===== src/rtl/ysyx_25040129_ifu_prefetch_if.sv =====
// Bundle of redirect, memory-port and IDU-side signals for the prefetch IFU.
// master = IFU side, slave = memory/IDU/redirect side.
interface ysyx_25040129_ifu_prefetch_if #(
  parameter int XLEN = 32
);
  logic            redirect_valid;
  logic [XLEN-1:0] redirect_pc;
  logic            mem_req_valid;
  logic            mem_req_ready;
  logic [XLEN-1:0] mem_req_addr;
  logic            mem_rsp_valid;
  logic            mem_rsp_ready;
  logic [XLEN-1:0] mem_rsp_data;
  logic            out_valid;
  logic            out_ready;
  logic [XLEN-1:0] out_pc;
  logic [XLEN-1:0] out_inst;

  modport master (
    input  redirect_valid,
    input  redirect_pc,
    output mem_req_valid,
    input  mem_req_ready,
    output mem_req_addr,
    input  mem_rsp_valid,
    output mem_rsp_ready,
    input  mem_rsp_data,
    output out_valid,
    input  out_ready,
    output out_pc,
    output out_inst
  );

  modport slave (
    output redirect_valid,
    output redirect_pc,
    input  mem_req_valid,
    output mem_req_ready,
    input  mem_req_addr,
    output mem_rsp_valid,
    input  mem_rsp_ready,
    output mem_rsp_data,
    input  out_valid,
    output out_ready,
    input  out_pc,
    input  out_inst
  );
endinterface


===== src/rtl/ysyx_25040129_ifu_prefetch.sv =====
// Prefetching IFU: one fetch in flight, DEPTH-entry queue toward the IDU.
// Optional perf counters: define YSYX_25040129_IFU_PF_PERF_EN.
module ysyx_25040129_ifu_prefetch #(
  parameter int              XLEN     = 32,
  parameter int              DEPTH    = 4,
  parameter logic [XLEN-1:0] RESET_PC = 32'h8000_0000
) (
  input  logic clk,
  input  logic rst,
`ifdef YSYX_25040129_IFU_PF_PERF_EN
  output logic [63:0] perf_fetch_cnt,
  output logic [31:0] perf_drop_cnt,
  output logic [31:0] perf_stall_cnt,
`endif
  ysyx_25040129_ifu_prefetch_if.master bus
);

  localparam int PW = $clog2(DEPTH);
  localparam int CW = PW + 1;

  localparam logic [1:0] S_IDLE = 2'd0;
  localparam logic [1:0] S_REQ  = 2'd1;
  localparam logic [1:0] S_RSP  = 2'd2;

  logic [1:0]      state_q,    state_d;
  logic [XLEN-1:0] fetch_pc_q, fetch_pc_d;
  logic [XLEN-1:0] req_addr_q, req_addr_d;
  logic            drop_q,     drop_d;
  logic [PW-1:0]   head_q,     head_d;
  logic [PW-1:0]   tail_q,     tail_d;
  logic [CW-1:0]   count_q,    count_d;

  logic [XLEN-1:0] pc_mem   [DEPTH];
  logic [XLEN-1:0] inst_mem [DEPTH];

  logic redir;
  logic req_fire;
  logic rsp_fire;
  logic pop;
  logic push;

  // Handshake events for this cycle.
  always_comb begin
    redir    = bus.redirect_valid;
    req_fire = (state_q == S_REQ) && bus.mem_req_ready;
    rsp_fire = (state_q == S_RSP) && bus.mem_rsp_valid;
    pop      = (count_q != '0) && bus.out_ready;
    push     = rsp_fire && !drop_q && !redir;
  end

  // Queue pointers/count; a redirect flushes after any pop.
  always_comb begin
    head_d  = head_q;
    tail_d  = tail_q;
    count_d = count_q;
    if (redir) begin
      head_d  = '0;
      tail_d  = '0;
      count_d = '0;
    end else begin
      if (push) tail_d = tail_q + 1'b1;
      if (pop)  head_d = head_q + 1'b1;
      count_d = count_q + CW'(push) - CW'(pop);
    end
  end

  // Sequential fetch PC and stale-response drop flag.
  always_comb begin
    fetch_pc_d = fetch_pc_q;
    drop_d     = drop_q;
    if (redir) begin
      fetch_pc_d = bus.redirect_pc;
      drop_d     = (state_q != S_IDLE) && !rsp_fire;
    end else if (rsp_fire) begin
      drop_d = 1'b0;
      if (!drop_q) fetch_pc_d = fetch_pc_q + XLEN'(XLEN / 8);
    end
  end

  // Fetch FSM; issue only if the next-cycle count leaves a credit.
  always_comb begin
    state_d    = state_q;
    req_addr_d = req_addr_q;
    case (state_q)
      S_IDLE: begin
        if (count_d < CW'(DEPTH)) begin
          state_d    = S_REQ;
          req_addr_d = fetch_pc_d;
        end
      end
      S_REQ: begin
        if (req_fire) state_d = S_RSP;
      end
      S_RSP: begin
        if (rsp_fire) state_d = S_IDLE;
      end
      default: state_d = S_IDLE;
    endcase
  end

  // Control state registers.
  always_ff @(posedge clk) begin
    if (rst) begin
      state_q    <= S_IDLE;
      fetch_pc_q <= RESET_PC;
      req_addr_q <= RESET_PC;
      drop_q     <= 1'b0;
      head_q     <= '0;
      tail_q     <= '0;
      count_q    <= '0;
    end else begin
      state_q    <= state_d;
      fetch_pc_q <= fetch_pc_d;
      req_addr_q <= req_addr_d;
      drop_q     <= drop_d;
      head_q     <= head_d;
      tail_q     <= tail_d;
      count_q    <= count_d;
    end
  end

  // Queue storage, written at the tail on push.
  always_ff @(posedge clk) begin
    if (push) begin
      pc_mem[tail_q]   <= fetch_pc_q;
      inst_mem[tail_q] <= bus.mem_rsp_data;
    end
  end

  assign bus.mem_req_valid = (state_q == S_REQ);
  assign bus.mem_req_addr  = req_addr_q;
  assign bus.mem_rsp_ready = (state_q == S_RSP);
  assign bus.out_valid     = (count_q != '0);
  assign bus.out_pc        = pc_mem[head_q];
  assign bus.out_inst      = inst_mem[head_q];

`ifdef YSYX_25040129_IFU_PF_PERF_EN
  logic [63:0]   perf_fetch_q, perf_fetch_d;
  logic [31:0]   perf_drop_q,  perf_drop_d;
  logic [31:0]   perf_stall_q, perf_stall_d;
  logic          rsp_dropped;
  logic [CW-1:0] flushed;

  // Fetched, discarded and IDU-starved event counters.
  always_comb begin
    rsp_dropped  = rsp_fire && (drop_q || redir);
    flushed      = redir ? (count_q - CW'(pop)) : '0;
    perf_fetch_d = perf_fetch_q + 64'(push);
    perf_drop_d  = perf_drop_q + 32'(rsp_dropped) + 32'(flushed);
    perf_stall_d = perf_stall_q
                 + 32'((count_q == '0) && bus.out_ready);
  end

  // Counter registers.
  always_ff @(posedge clk) begin
    if (rst) begin
      perf_fetch_q <= '0;
      perf_drop_q  <= '0;
      perf_stall_q <= '0;
    end else begin
      perf_fetch_q <= perf_fetch_d;
      perf_drop_q  <= perf_drop_d;
      perf_stall_q <= perf_stall_d;
    end
  end

  assign perf_fetch_cnt = perf_fetch_q;
  assign perf_drop_cnt  = perf_drop_q;
  assign perf_stall_cnt = perf_stall_q;
`endif

endmodule


===== src/flat_wrapper.sv =====
// flat-port wrapper written by rule: the top's interface ports become plain ports
module ysyx_25040129_ifu_prefetch_flat 
#(
  parameter int              XLEN     = 32,
  parameter int              DEPTH    = 4,
  parameter logic [XLEN-1:0] RESET_PC = 32'h8000_0000
)
  (clk, rst, bus_redirect_valid, bus_redirect_pc, bus_mem_req_valid, bus_mem_req_ready, bus_mem_req_addr, bus_mem_rsp_valid, bus_mem_rsp_ready, bus_mem_rsp_data, bus_out_valid, bus_out_ready, bus_out_pc, bus_out_inst);
  ysyx_25040129_ifu_prefetch_if #(.XLEN(XLEN)) bus_i ();
  input  logic clk;
  input  logic rst;
  input wire logic [$bits(bus_i.redirect_valid)-1:0] bus_redirect_valid;
  input wire logic [$bits(bus_i.redirect_pc)-1:0] bus_redirect_pc;
  output wire logic [$bits(bus_i.mem_req_valid)-1:0] bus_mem_req_valid;
  input wire logic [$bits(bus_i.mem_req_ready)-1:0] bus_mem_req_ready;
  output wire logic [$bits(bus_i.mem_req_addr)-1:0] bus_mem_req_addr;
  input wire logic [$bits(bus_i.mem_rsp_valid)-1:0] bus_mem_rsp_valid;
  output wire logic [$bits(bus_i.mem_rsp_ready)-1:0] bus_mem_rsp_ready;
  input wire logic [$bits(bus_i.mem_rsp_data)-1:0] bus_mem_rsp_data;
  output wire logic [$bits(bus_i.out_valid)-1:0] bus_out_valid;
  input wire logic [$bits(bus_i.out_ready)-1:0] bus_out_ready;
  output wire logic [$bits(bus_i.out_pc)-1:0] bus_out_pc;
  output wire logic [$bits(bus_i.out_inst)-1:0] bus_out_inst;
  assign bus_i.redirect_valid = bus_redirect_valid;
  assign bus_i.redirect_pc = bus_redirect_pc;
  assign bus_mem_req_valid = bus_i.mem_req_valid;
  assign bus_i.mem_req_ready = bus_mem_req_ready;
  assign bus_mem_req_addr = bus_i.mem_req_addr;
  assign bus_i.mem_rsp_valid = bus_mem_rsp_valid;
  assign bus_mem_rsp_ready = bus_i.mem_rsp_ready;
  assign bus_i.mem_rsp_data = bus_mem_rsp_data;
  assign bus_out_valid = bus_i.out_valid;
  assign bus_i.out_ready = bus_out_ready;
  assign bus_out_pc = bus_i.out_pc;
  assign bus_out_inst = bus_i.out_inst;
  ysyx_25040129_ifu_prefetch #(.XLEN(XLEN), .DEPTH(DEPTH), .RESET_PC(RESET_PC)) u_core (.clk(clk), .rst(rst), .bus(bus_i));
endmodule

===== config.mk =====
export PLATFORM = sky130hd
export DESIGN_NAME = ysyx_25040129_ifu_prefetch_flat
export DESIGN_NICKNAME = d
export VERILOG_FILES = /design/src/rtl/ysyx_25040129_ifu_prefetch_if.sv /design/src/rtl/ysyx_25040129_ifu_prefetch.sv /design/src/flat_wrapper.sv
export SDC_FILE = /design/constraint.sdc
export NUM_CORES = 1
export LEC_CHECK = 0
export ABC_CLOCK_PERIOD_IN_PS = 6400
export CELL_PAD_IN_SITES_DETAIL_PLACEMENT = 1
export CELL_PAD_IN_SITES_GLOBAL_PLACEMENT = 1
export CORE_UTILIZATION = 55
export CTS_CLUSTER_SIZE = 20
export DETAILED_ROUTE_END_ITERATION = 7
export DONT_BUFFER_PORTS = 1
export PLACE_DENSITY_LB_ADDON = 0.1
export SYNTH_ARGS = -nofsm -noshare
export SYNTH_HDL_FRONTEND = slang
export SYNTH_SLANG_ARGS = --single-unit

===== constraint.sdc =====
create_clock -name clk -period 6.4 [get_ports clk]
set_clock_uncertainty 0.1 [all_clocks]
set_input_delay 0.32 -clock clk [delete_from_list [all_inputs] [get_ports clk]]
set_output_delay 0.32 -clock clk [all_outputs]
set_load 0.02 [all_outputs]

# Word level (Yosys, flattened, before mapping)
# Memory sizes are Yosys's and may differ from the RTL's. A register that Yosys moved wholly into a read port is not among the register bits.
# Cells that the tools add are included.
# word_totals
register_bits	74
ram_bits	256
input_bits	70
out_inout_bits	99
wordCells	52
mem_count	2
# memory_table
name	words	width	rd	rd_clocked_by_memory_dff	wr	line	rtl
u_core.inst_mem	4	32	1	1	1	ysyx_25040129_ifu_prefetch.sv:34	logic [XLEN-1:0] inst_mem [DEPTH];
u_core.pc_mem	4	32	1	1	1	ysyx_25040129_ifu_prefetch.sv:33	logic [XLEN-1:0] pc_mem [DEPTH];
# op_classes
addsub	5
n_lt_le_gt_ge	1
n_eq_ne	5
mux	16
n_reduce_logical	16
# op_table
op	n
32-bit two-way mux	3
32-bit by 3-bit adder with 32-bit output (second input constant)	1
2-bit two-way mux	7
1-bit logical AND	6
2-bit by 1-bit inequality test with 1-bit output (second input constant)	3
2-bit case mux with 3 select lines	1
2-bit by 1-bit adder with 2-bit output (second input constant)	2
1-bit two-way mux	4
2-bit nonzero test	2
3-bit by 1-bit adder with 3-bit output	1
1-bit zero test	3
3-bit less-than comparator (second input constant)	1
3-bit two-way mux	1
3-bit AND reduction	1
3-bit nonzero test	1
3-bit by 1-bit subtractor with 3-bit output	1
2-bit by 1-bit equality test with 1-bit output (second input constant)	1
2-bit equality test (second input constant)	1
2-bit zero test	1
2-bit AND reduction	1
2-bit OR reduction	1

# Depth between registers and ports, before layout
# depth
word_depth	10
mapped_depth	12
mapped_depth_nobuf	11

# Worst setup path after synthesis
# No wires, ideal clock.
# synth_path
kind	reg-to-reg
start	register u_core.count_q[1]
end	register u_core.req_addr_q[26] (netlist: u_core.bus.mem_req_addr[26])
setup_time_ns	0.096
t_arrival_ns	3.139
t_required_ns	6.204
path_slack_ns	3.066
stages_incl_launch_ff	13
n_path_buf	2
period_less_slack_ns	3.334
path_cell_list	dfxtp_1 or3_1 and2_1 ha_1 inv_1 ha_1 fa_1 xor3_1 o21ai_1 buf_2 clkbuf_1 nand3_1 o41ai_2
# synth_between
elab_chain_cells	6
word_cells_on_any_way	7
classes_between	2 x add/sub; 1 x order compare; 1 x mux; 3 x reduce/logical
# synth_lines
element	line	rtl
from (decl)	ysyx_25040129_ifu_prefetch.sv:31	logic [CW-1:0] count_q, count_d;
from (signal assigned)	ysyx_25040129_ifu_prefetch.sv:118	count_q <= count_d;
3-bit nonzero test	--	
named net bus_out_valid	flat_wrapper.sv:20	output wire logic [$bits(bus_i.out_valid)-1:0] bus_out_valid;
1-bit logical AND	ysyx_25040129_ifu_prefetch.sv:47	pop = (count_q != '0) && bus.out_ready;
named net u_core.pop	ysyx_25040129_ifu_prefetch.sv:39	logic pop;
3-bit by 1-bit subtractor with 3-bit output	ysyx_25040129_ifu_prefetch.sv:63	count_d = count_q + CW'(push) - CW'(pop);
3-bit two-way mux	ysyx_25040129_ifu_prefetch.sv:56	if (redir) begin
3-bit less-than comparator	ysyx_25040129_ifu_prefetch.sv:86	if (count_d < CW'(DEPTH)) begin
2-bit AND reduction (no line)	--	
to (signal assigned)	ysyx_25040129_ifu_prefetch.sv:114	req_addr_q <= req_addr_d;
to (decl)	ysyx_25040129_ifu_prefetch.sv:27	logic [XLEN-1:0] req_addr_q, req_addr_d;
# The timed path passes the listed nets, and every way through them passes these cells.
# A chain may end at the register's enable or synchronous reset.

# Final worst setup path
# layout_path
start	register u_core.count_q[1]
end	register u_core.req_addr_q[2] (netlist: u_core.bus.mem_req_addr[2])
# The elaborated chain is that of the path after synthesis.

==> results.ini <==
[cts]
tritoncts = done
ctsHtreeMaxLevel = 2
post_cts_buffers = 0
cts_made_buffers = 36
clk_path_buf_depth = 3
cts_hold_buffers = 65
clkLatencyLatePin_ns = 0.51
numClockSinks = 332
clk_pin_slew_ns = 0.06
clockRootBuffer = clkbuf_16
ctsResizeCount = 0

[timing]
setup_slack_ns = 1.88
slew_violations = 0
hold_viol = 0
tightest_slew_ns = 1.18
setup_violations = 0
relSlewSlack_pct = 20.8
period_share_pct = 70.6
rsz0062_at_grt = no
fmaxAchievable_mhz = 221
period_needed_ns = 4.52
finalSetupTns_ns = 0
holdWs_ns = 0.0147

[finish]
fin_nets = 897
drive_above_1_share_pct = 15.6
stdcell_count = 1159
fill_cells = 1965
syn_to_final_growth_pct = 15.7

[yosys]
ys_ff_latch = 332
synthesis.area_um2 = 12800
ys_seq_area_share_pct = 71.7
synth_commonest_cells = 256 x edfxtp_1, 76 x dfxtp_1, 64 x mux4_2, 37 x nor2_1, 34 x nand3_1
syn_area_per_cell_um2 = 17.0
synth_cell_type_count = 59
synth_top_area_share_pct = 59.9
yosysWarnings = 0
synth-async-reset-ratio_pct = 0
synth.most_common_cell = edfxtp_1
synth_nets = 835
ys.flop_type = edfxtp_1
netlist_top_cells_area = edfxtp_1 60%, dfxtp_1 12%, mux4_2 11%, nand3_1 1.3%, nor2_1 1.1%
synth_edf_count = 256
postSynthCellCount = 757
synth.largest_area_cell = edfxtp_1

[place]
pre_cts_ws_ns = 2.46
io_buffers = 0
routabilityCongestion = 0.822
placedCellCount = 1029
dp_hpwl_um = 17000

[routing]
antenna_left = 0
via_per_inst = 6.16
vias = 7134
drt_iter0_drc = 453
m1WireLength_um = 12100
routed_wirelength_um = 29400
wl_met2_um = 15000
dr.pass1.iters = 5
top_layer_used = met4
wl_met3_um = 1840
wl_per_cell_um = 25.4
drc = 0

[floorplan]
core_area_um2 = 22800
die_w_um = 155
num_rows = 55
dieArea_um2 = 24000
fp.dieH_um = 155
start_util_pct = 56.4
io_pins = 169

[power]
power_density_nw_per_um2 = 304
ir_worst_vdd_v = 0.000250
p_leak_nw = 4.80
power_mw = 4.51

[global_route]
grt_pass1_vias = 7780
antenna_found_initial = 1
grt_use_total_pct = 25.2
grt_max_degree = 65
gr-total-overflow = 0
grt_pass1_wl_um = 44900

[worst_setup_path]
critical_path_buf_inv_count = 2
start_kind = flop
path_common_cell = ha_1
cp.arrival_ns = 4.87
slowest_delay_ns = 0.93
critical_path_class = flop to flop
cp_slowest_cell = o21ai_4
end_kind = flop
crit_required_ns = 6.75
critPathMaxFanout = 41
crit_family = compound AO/OA/AOI/OAI gates
worstPathCellList = or3_1, and2_1, ha_1, inv_1, ha_1, fa_1, xor3_1, o21ai_4, nand2_1, a21oi_1, dlygate4sd3_1

[flow_run]
maxCapViolations = 0

[min_path]
hp-class = primary input to flop

[run_status]
outcome = completed

## cells by family after synthesis
logic type,Yosys count,synth area share [%]
flops,332,71.7
simple gates,192,8.00
compound gates,80,4.53
mux,75,12.1
buf+inv,57,1.83
xor+xnor,13,1.00
fa+ha+maj,8,0.838
## per-stage QoR
step                util, %  cell area (µm²)
floorplan                 -            12800
global placement       57.5            13100
detailed placement     57.5            13100
CTS                    65.2            14900
global route           65.2            14900
finish                 65.2            14900
## final timing paths
path	cells after the start	startpoint	slack (ns)	to
setup / recovery	11	u_core.count_q[1]	1.88	u_core.bus.mem_req_addr[2]
hold / removal	2	rst	0.01	u_core.bus.mem_req_addr[3]
setup reg to reg	11	u_core.count_q[1]	1.88	u_core.bus.mem_req_addr[2]
hold reg to reg	2	u_core.tail_q[1]	0.42	u_core.tail_q[1]
## power breakdown
group	internal, mW	leakage, nW	total, mW	switching (mW)
Clock	1.10	0.529	1.88	0.780
Combinational	0.0772	1.32	0.185	0.108
Sequential	2.36	2.95	2.44	0.0823
## per-layer routing
layer | GRT usage (%) | vias up
met3 | 5.80 | 37
li1 | - | 3142
met4 | 7.69 | 0
met5 | 0 | -
met2 | 43.5 | 216
met1 | 31.7 | 3739
## state kept, by name, summed over array words and instances (netlist names), named ones only
signal / cells
u_core.head_q: 2
u_core.pc_mem: 128
u_core.fetch_pc_q: 32
u_core.inst_mem: 128
u_core.drop_q: 1
u_core.count_q: 3
u_core.tail_q: 2
u_core.bus.mem_req_addr: 32
u_core.state_q: 2
## worst reg2reg max path: cells and delay by family, from the launching register on
family,cells,cell delay [ns]
AOI/OAI and AO/OA,2,1.13
and+or+nand+nor,3,0.93
adders and majority gates,3,0.88
buffers and inverters,2,0.63
xor gates and xnor gates,1,0.45
DFF,1,0.34
## cells in the final DEF, fill, tap and decap left out, types with 6 or more instances in the layout
master         instances
dfxtp_1               74
nor4_1                10
and3_1                 9
edfxtp_1             256
nand4_1                8
o41ai_1                7
mux2i_1               10
clkbuf_16             37
nand2_1               26
and2_1                 8
ha_1                   7
xnor2_1                7
o21ai_0               14
nor2_1                37
nor3_1                24
dlygate4sd3_1         63
mux4_2                64
inv_1                 13
clkbuf_1              10
nor2b_1                7
o31a_1                 6
a21oi_1               11
nand3_1               34
a211oi_1               7
o21a_1                 6
o31ai_1                6
## final cells by class
type / instances / area [µm²] / share of cell area (%)
sequential: 332 / 9220 / 62.0
multi-input combinational: 368 / 3430 / 23.1
clock buffer: 51 / 1010 / 6.81
timing repair buffer: 67 / 686 / 4.61
tap: 313 / 392 / 2.64
clock inverter: 12 / 65.1 / 0.438
inverter: 14 / 52.6 / 0.354
antenna: 2 / 5.00 / 0.0337
Note: power is estimated with default switching activity, not from simulation.
